`config.mk`:
```
export PLATFORM = sky130hd
export DESIGN_NAME = arithmetic_fu_pipe
export DESIGN_NICKNAME = d
export VERILOG_FILES = /design/src/rtl/rave_fu_pkg.sv /design/src/rtl/arith_fu_stage.sv /design/src/rtl/arithmetic_fu_pipe.sv
export SDC_FILE = /design/constraint.sdc
export NUM_CORES = 1
export LEC_CHECK = 0
export CAP_MARGIN = 5
export CORE_UTILIZATION = 35
export DETAILED_ROUTE_END_ITERATION = 6
export GPL_TIMING_DRIVEN = 0
export PLACE_DENSITY = 0.61
export SLEW_MARGIN = 10
export SYNTH_ARGS = -nofsm -noshare
export SYNTH_HDL_FRONTEND = slang
export SYNTH_HIERARCHICAL = 1
export SYNTH_SLANG_ARGS = --single-unit
```
`constraint.sdc`:
```
create_clock -name clk -period 3.4 [get_ports clk]
set_clock_uncertainty 0.05 [all_clocks]
set_input_delay 0.85 -clock clk [delete_from_list [all_inputs] [get_ports clk]]
set_output_delay 0.85 -clock clk [all_outputs]
set_load 0.05 [all_outputs]
```
`src/rtl/rave_fu_pkg.sv`:
```
// Shared definitions for the RAVE arithmetic functional units: op encodings
// and the default-width result record carried toward the CDB.
package rave_fu_pkg;

   localparam int FU_XLEN  = 32;
   localparam int FU_TAG_W = 8;

   typedef enum logic [2:0] {
      ARITH_ADDSUB = 3'b000,
      ARITH_SLT    = 3'b010,
      ARITH_SLTU   = 3'b011,
      ARITH_MIN    = 3'b100,
      ARITH_MAX    = 3'b101
   } arith_type_e;

   typedef struct packed {
      logic                valid;
      logic [FU_XLEN-1:0]  result;
      logic [FU_TAG_W-1:0] tag;
      logic                overflow;
      logic                illegal;
   } fu_result_t;

endpackage

```
`src/rtl/arith_fu_stage.sv`:
```
// One slot of the arithmetic FU pipeline: holds a valid bit and an opaque payload,
// loads from upstream whenever it is empty or its contents move downstream.
module arith_fu_stage #(
   parameter int W = 8
) (
   input  logic         clk,
   input  logic         rst_n,
   input  logic         flush,
   input  logic         down_take,
   input  logic         up_valid,
   input  logic [W-1:0] up_data,
   output logic         take,
   output logic         valid,
   output logic [W-1:0] data
);

   // Empty slots keep absorbing, so bubbles collapse under a stall
   assign take = !valid || down_take;

   always_ff @(posedge clk or negedge rst_n) begin
      if (!rst_n) begin
         valid <= 1'b0;
         data  <= '0;
      end else if (flush) begin
         valid <= 1'b0;
      end else if (take) begin
         valid <= up_valid;
         if (up_valid)
            data <= up_data;
      end
   end

endmodule

```
`src/rtl/arithmetic_fu_pipe.sv`:
```
// Pipelined arithmetic functional unit: add/sub/slt/sltu/min/max with a signed
// overflow flag, PIPE_DEPTH stages of valid/ready pipeline, global flush.
module arithmetic_fu_pipe
   import rave_fu_pkg::*;
#(
   parameter  int XLEN       = 32,
   parameter  int ROB_SIZE   = 256,
   parameter  int PIPE_DEPTH = 2,
   localparam int TAG_W      = $clog2(ROB_SIZE),
   localparam int OCC_W      = $clog2(PIPE_DEPTH + 1)
) (
   input  logic             clk,
   input  logic             rst_n,
   input  logic             flush,
   input  logic             in_valid,
   output logic             in_ready,
   input  logic             additional_info,
   input  logic [2:0]       arithmetic_type,
   input  logic [TAG_W-1:0] rob_entry_in,
   input  logic [XLEN-1:0]  rs1,
   input  logic [XLEN-1:0]  rs2,
   output logic             out_valid,
   input  logic             out_ready,
   output logic [XLEN-1:0]  result,
   output logic [TAG_W-1:0] rob_entry,
   output logic             overflow,
   output logic             illegal,
   output logic [OCC_W-1:0] occupancy
);

   typedef struct packed {
      logic [XLEN-1:0]  result;
      logic [TAG_W-1:0] tag;
      logic             overflow;
      logic             illegal;
   } stage_t;

   localparam int PW = $bits(stage_t);

   logic [XLEN-1:0] b_op;
   logic [XLEN-1:0] sum;
   logic            lt_s;
   logic            lt_u;
   logic            lt_mm;
   stage_t          alu_pkt;
   stage_t          last_pkt;
   logic            accept;
   logic            retire;

   always_comb begin
      // Subtraction as rs1 + ~rs2 + 1 so one adder serves both
      b_op  = additional_info ? ~rs2 : rs2;
      sum   = rs1 + b_op + XLEN'(additional_info);
      lt_s  = $signed(rs1) < $signed(rs2);
      lt_u  = rs1 < rs2;
      lt_mm = additional_info ? lt_u : lt_s;

      alu_pkt          = '0;
      alu_pkt.tag      = rob_entry_in;
      case (arith_type_e'(arithmetic_type))
         ARITH_ADDSUB: begin
            alu_pkt.result   = sum;
            alu_pkt.overflow = (rs1[XLEN-1] == b_op[XLEN-1]) &&
                               (sum[XLEN-1] != rs1[XLEN-1]);
         end
         ARITH_SLT:  alu_pkt.result = XLEN'(lt_s);
         ARITH_SLTU: alu_pkt.result = XLEN'(lt_u);
         ARITH_MIN:  alu_pkt.result = lt_mm ? rs1 : rs2;
         ARITH_MAX:  alu_pkt.result = lt_mm ? rs2 : rs1;
         default:    alu_pkt.illegal = 1'b1;
      endcase
   end

   for (genvar i = 0; i < PIPE_DEPTH; i++) begin : g_st
      logic          up_valid;
      logic [PW-1:0] up_data;
      logic          down_take;
      logic          take_l;
      logic          valid_l;
      logic [PW-1:0] data_l;

      if (i == 0) begin : g_head
         assign up_valid = in_valid;
         assign up_data  = alu_pkt;
      end else begin : g_body
         assign up_valid = g_st[i-1].valid_l;
         assign up_data  = g_st[i-1].data_l;
      end

      if (i == PIPE_DEPTH - 1) begin : g_tail
         assign down_take = out_ready;
      end else begin : g_mid
         assign down_take = g_st[i+1].take_l;
      end

      arith_fu_stage #(.W(PW)) u_stage (
         .clk       (clk),
         .rst_n     (rst_n),
         .flush     (flush),
         .down_take (down_take),
         .up_valid  (up_valid),
         .up_data   (up_data),
         .take      (take_l),
         .valid     (valid_l),
         .data      (data_l)
      );
   end

   assign in_ready  = g_st[0].take_l && !flush;
   assign last_pkt  = stage_t'(g_st[PIPE_DEPTH-1].data_l);
   assign out_valid = g_st[PIPE_DEPTH-1].valid_l;
   assign result    = last_pkt.result;
   assign rob_entry = last_pkt.tag;
   assign overflow  = last_pkt.overflow;
   assign illegal   = last_pkt.illegal;

   assign accept = in_valid && in_ready;
   assign retire = out_valid && out_ready;

   always_ff @(posedge clk or negedge rst_n) begin
      if (!rst_n)
         occupancy <= '0;
      else if (flush)
         occupancy <= '0;
      else if (accept && !retire)
         occupancy <= occupancy + OCC_W'(1);
      else if (retire && !accept)
         occupancy <= occupancy - OCC_W'(1);
   end

endmodule

```
==> summary.txt <==
Status
  – Outcome: completed

Timing
  – Final hold viol count: 0
  – Min Tclk post-route: between 3 and 4 ns
  – Max-slew headroom: 0.3654
  – Hold Worst Slack: about 0.41 ns
  – Endpoints failing setup: 0
  – Final setup TNS: 0 ns
  – Max Slew Vio Count: 0
  – FMAX: 0.2952 GHz
  – Final period util: 0.9963
  – RSZ-0062 raised after global routing: yes
  – Worst Tran Pin Value: about 0.95 ns

Placed design
  – Number of buffers added on ports: between 100 and 150
  – Post-DP HPWL: around 15000 um
  – GPL Wtd Cong: roughly 0.9
  – Placed cells: roughly 1100

Synthesis
  – Number of synthesized flops with an enable pin: 0
  – Seq/Total Area, Yosys: 0.3206
  – Syn_nets: 834
  – Mean post-synth cell area: between 9 and 10 um2
  – Syn Inst Count: between 600 and 700
  – Mapped cell area: between 6000 and 7000 um2
  – Yosys Warn Count: 6
  – Dominant synthesized flop cell: dfrtp_1
  – FF+latch count, synth: 88
  – Yosys cell types: 57
  – FFs w/ async S/R, synth: 1.000

Pwr
  – Maximum vdd ir drop: approximately 0.35 mV
  – Sw frac: 0.3943
  – Combinational share of power: 0.506
  – Flop pwr share: 0.284
  – Lkg Pwr: around 4.4 nW
  – Cell-internal power: slightly below 3 mW
  – Switching power: 1.908 mW
  – Clock Power Share: 0.210
  – Pwr per Cell Area: a little under 500 nW/um2

Final layout
  – Post-Layout Cell Count: ~1100
  – Final Core Density: 0.5136
  – Most frequent cells in the layout: dfrtp_1, mux2_2, clkdlybuf4s50_1
  – P&R area growth vs syn: 41.76%
  – Commonest non-fill, non-tap cell in the layout: dfrtp_1
  – Fin nets: around 1000
  – Layout cell share with drive strength beyond 1: 0.3252

Routing
  – DRC viols: 0
  – DR vias/cell: 5.232
  – TritonRoute pass-1 iters: 5
  – Initial DRC count: between 200 and 250
  – Detailed-route via count: ~5900
  – Routed Antenna Nets: 0
  – DRT Wirelength: around 20000 um
  – Wirelength per Cell: ~18 um

Die
  – Num ports: approximately 130
  – Die X: roughly 140 um
  – Core area: roughly 19000 um2
  – Initial Util: 0.3623
  – Die H: 142.1 um
  – Rows: 50
  – Die ar.: between 20000 and 25000 um2

Critical path
  – CP startpoint kind: input port
  – Slowest CP cell: o41ai_4
  – CP cell instances: buf_12 -> buf_12 -> xor2_2 -> inv_1 -> fa_2 -> nand2b_4 -> a21oi_4 -> o22ai_4 -> o41ai_4 -> a21boi_2 -> o31ai_2 -> xnor2_1 -> o22ai_2 -> mux2_4
  – Worst Path Arrival: approximately 3.6 ns
  – Slowest cell delay on critical path: around 0.43 ns
  – Buffers & Inverters on Critical Path: 3
  – CP top delay family: compound AO/OA/AOI/OAI gates
  – Most frequent CP cell: buf_12
  – CP Class: in2reg
  – CP max FO: 7
  – Critical path data required time: around 3.6 ns
  – Crit path capture type: flip-flop

GRT
  – First-pass GRT wire length: 31090 um
  – Total global-route track usage: 0.2006
  – Vias in the first global route: 5754
  – Antenna violations before repair: 2
  – Overall overflow remaining after global route: 0
  – Largest net degree at the start of global routing: 55

Clocking
  – Worst skew pair latency: roughly 0.34 ns
  – CTS Buffer Depth: 2
  – H-tree Lvls: 3
  – Num CTS Buffers: 9
  – CTS tree: yes
  – CTS root buffer: clkbuf_16
  – Sink Count: 88
  – Clk slew on worst S/H paths: roughly 0.070 ns

Run
  – # Max-Cap Violations: 0

Hold path
  – Worst Hold Class: in2async
kinds of logic after synthesis:
kind of cell,after synthesis,synth area share
fa+ha+maj,62,0.1140
mux,119,0.1887
compound gates,159,0.1488
simple gates,121,0.08964
xor+xnor,65,0.08399
flops,88,0.3206
buf+inv,77,0.05411
stage by stage:
stage | worst slack, ns | instance area [um2] | total power, mW
floorplan | -0.06932 | 6907 | 2.806
detailed placement | -1.079 | 8508 | 3.490
global route | -0.06238 | 9733 | 5.081
global placement | -1.881 | 8483 | 3.474
CTS | -0.01833 | 9527 | 4.799
finish | 0.01243 | 9736 | 4.838
worst reg2reg max path, delay by kind of cell, from the launching register on:
family | cells | cell delay [ns]
AND/OR/NAND/NOR | 3 | 0.64
flip-flops | 1 | 0.39
multiplexers | 1 | 0.35
buffers and inverters | 2 | 0.33
path summary, 6_finish.rpt:
kind                                                 startpoint                              endpoint  slack [ns]  depth (start not counted)
max reg2reg                   g_st[1].u_stage/valid$_DFFE_PN0P_  g_st[0].u_stage/data[16]$_DFFE_PN0P_        1.53                          6
max in group asynchronous                                 rst_n  g_st[1].u_stage/data[25]$_DFFE_PN0P_        2.25                          2
min                                                       rst_n  g_st[1].u_stage/data[19]$_DFFE_PN0P_        0.41                          1
min in group clk           g_st[0].u_stage/data[12]$_DFFE_PN0P_  g_st[1].u_stage/data[12]$_DFFE_PN0P_        0.45                          1
max                                             additional_info  g_st[0].u_stage/data[40]$_DFFE_PN0P_        0.01                         14
min reg2reg                g_st[0].u_stage/data[12]$_DFFE_PN0P_  g_st[1].u_stage/data[12]$_DFFE_PN0P_        0.45                          1
routing by layer:
layer,share of wire,global-route usage,vias up
li1,-,-,2830
met4,0.017,0.05207,2
met5,0.00060,0,-
met1,0.46,0.2640,2830
met3,0.046,0.03230,26
met2,0.48,0.3403,167
power groups by stage:
stage	Sequential (mW)	Clock, mW	Combinational, mW
3_3_place_gp	1.39	0	2.08
2_1_floorplan	1.85	0	0.952
5_1_grt	1.41	1.08	2.59
4_1_cts	1.38	1.05	2.37
6_report	1.38	1.02	2.45
3_5_place_dp	1.40	0	2.09
synthesized netlist by cell type, types with 3 or more instances:
library cell,instances,area [um2]
dfrtp_1,88,2202
mux2_2,84,945.9
ha_1,61,763.2
xor2_1,45,394.1
inv_1,44,165.2
a21oi_1,40,200.2
nand2_1,39,146.4
nor2_1,37,138.9
mux2i_1,35,350.3
o22ai_1,32,200.2
o21ai_0,28,140.1
xnor2_1,19,166.4
clkbuf_1,18,67.56
a21o_1,12,90.09
nand4_1,12,75.07
buf_6,11,123.9
a211oi_1,9,67.56
nor3_1,8,40.04
o211ai_1,7,52.55
nand3_1,6,30.03
buf_1,4,15.01
nand2b_1,4,25.02
a31oi_1,3,18.77
nor2b_1,3,18.77
o21bai_1,3,22.52
layout make-up:
type | count | area [um2]
Timing Repair Buffer | 160 | 1499
Multi-Input combinational cell | 526 | 5002
Buffer | 24 | 235.2
Fill cell | 1741 | 9220
Sequential cell | 88 | 2202
Inverter | 44 | 165.2
Tap cell | 260 | 325.3
Clock inverter | 7 | 78.83
Antenna cell | 1 | 2.502
Clock buffer | 9 | 225.2
timing repair:
action                                  4_1_cts  5_1_grt
hold buffers                                  0        0
buffers inserted                             27        4
endpoints found under the setup margin       34       33
pin swaps                                    50       36
resized for setup                           179      114
gates cloned                                  3        0
sequential cells by signal, indices dropped and copies added, names as in the netlist:
name	flops
g_st.u_stage/valid	2
g_st.u_stage/data	84
occupancy	2
No activity file was read; power rests on OpenSTA's default activity.
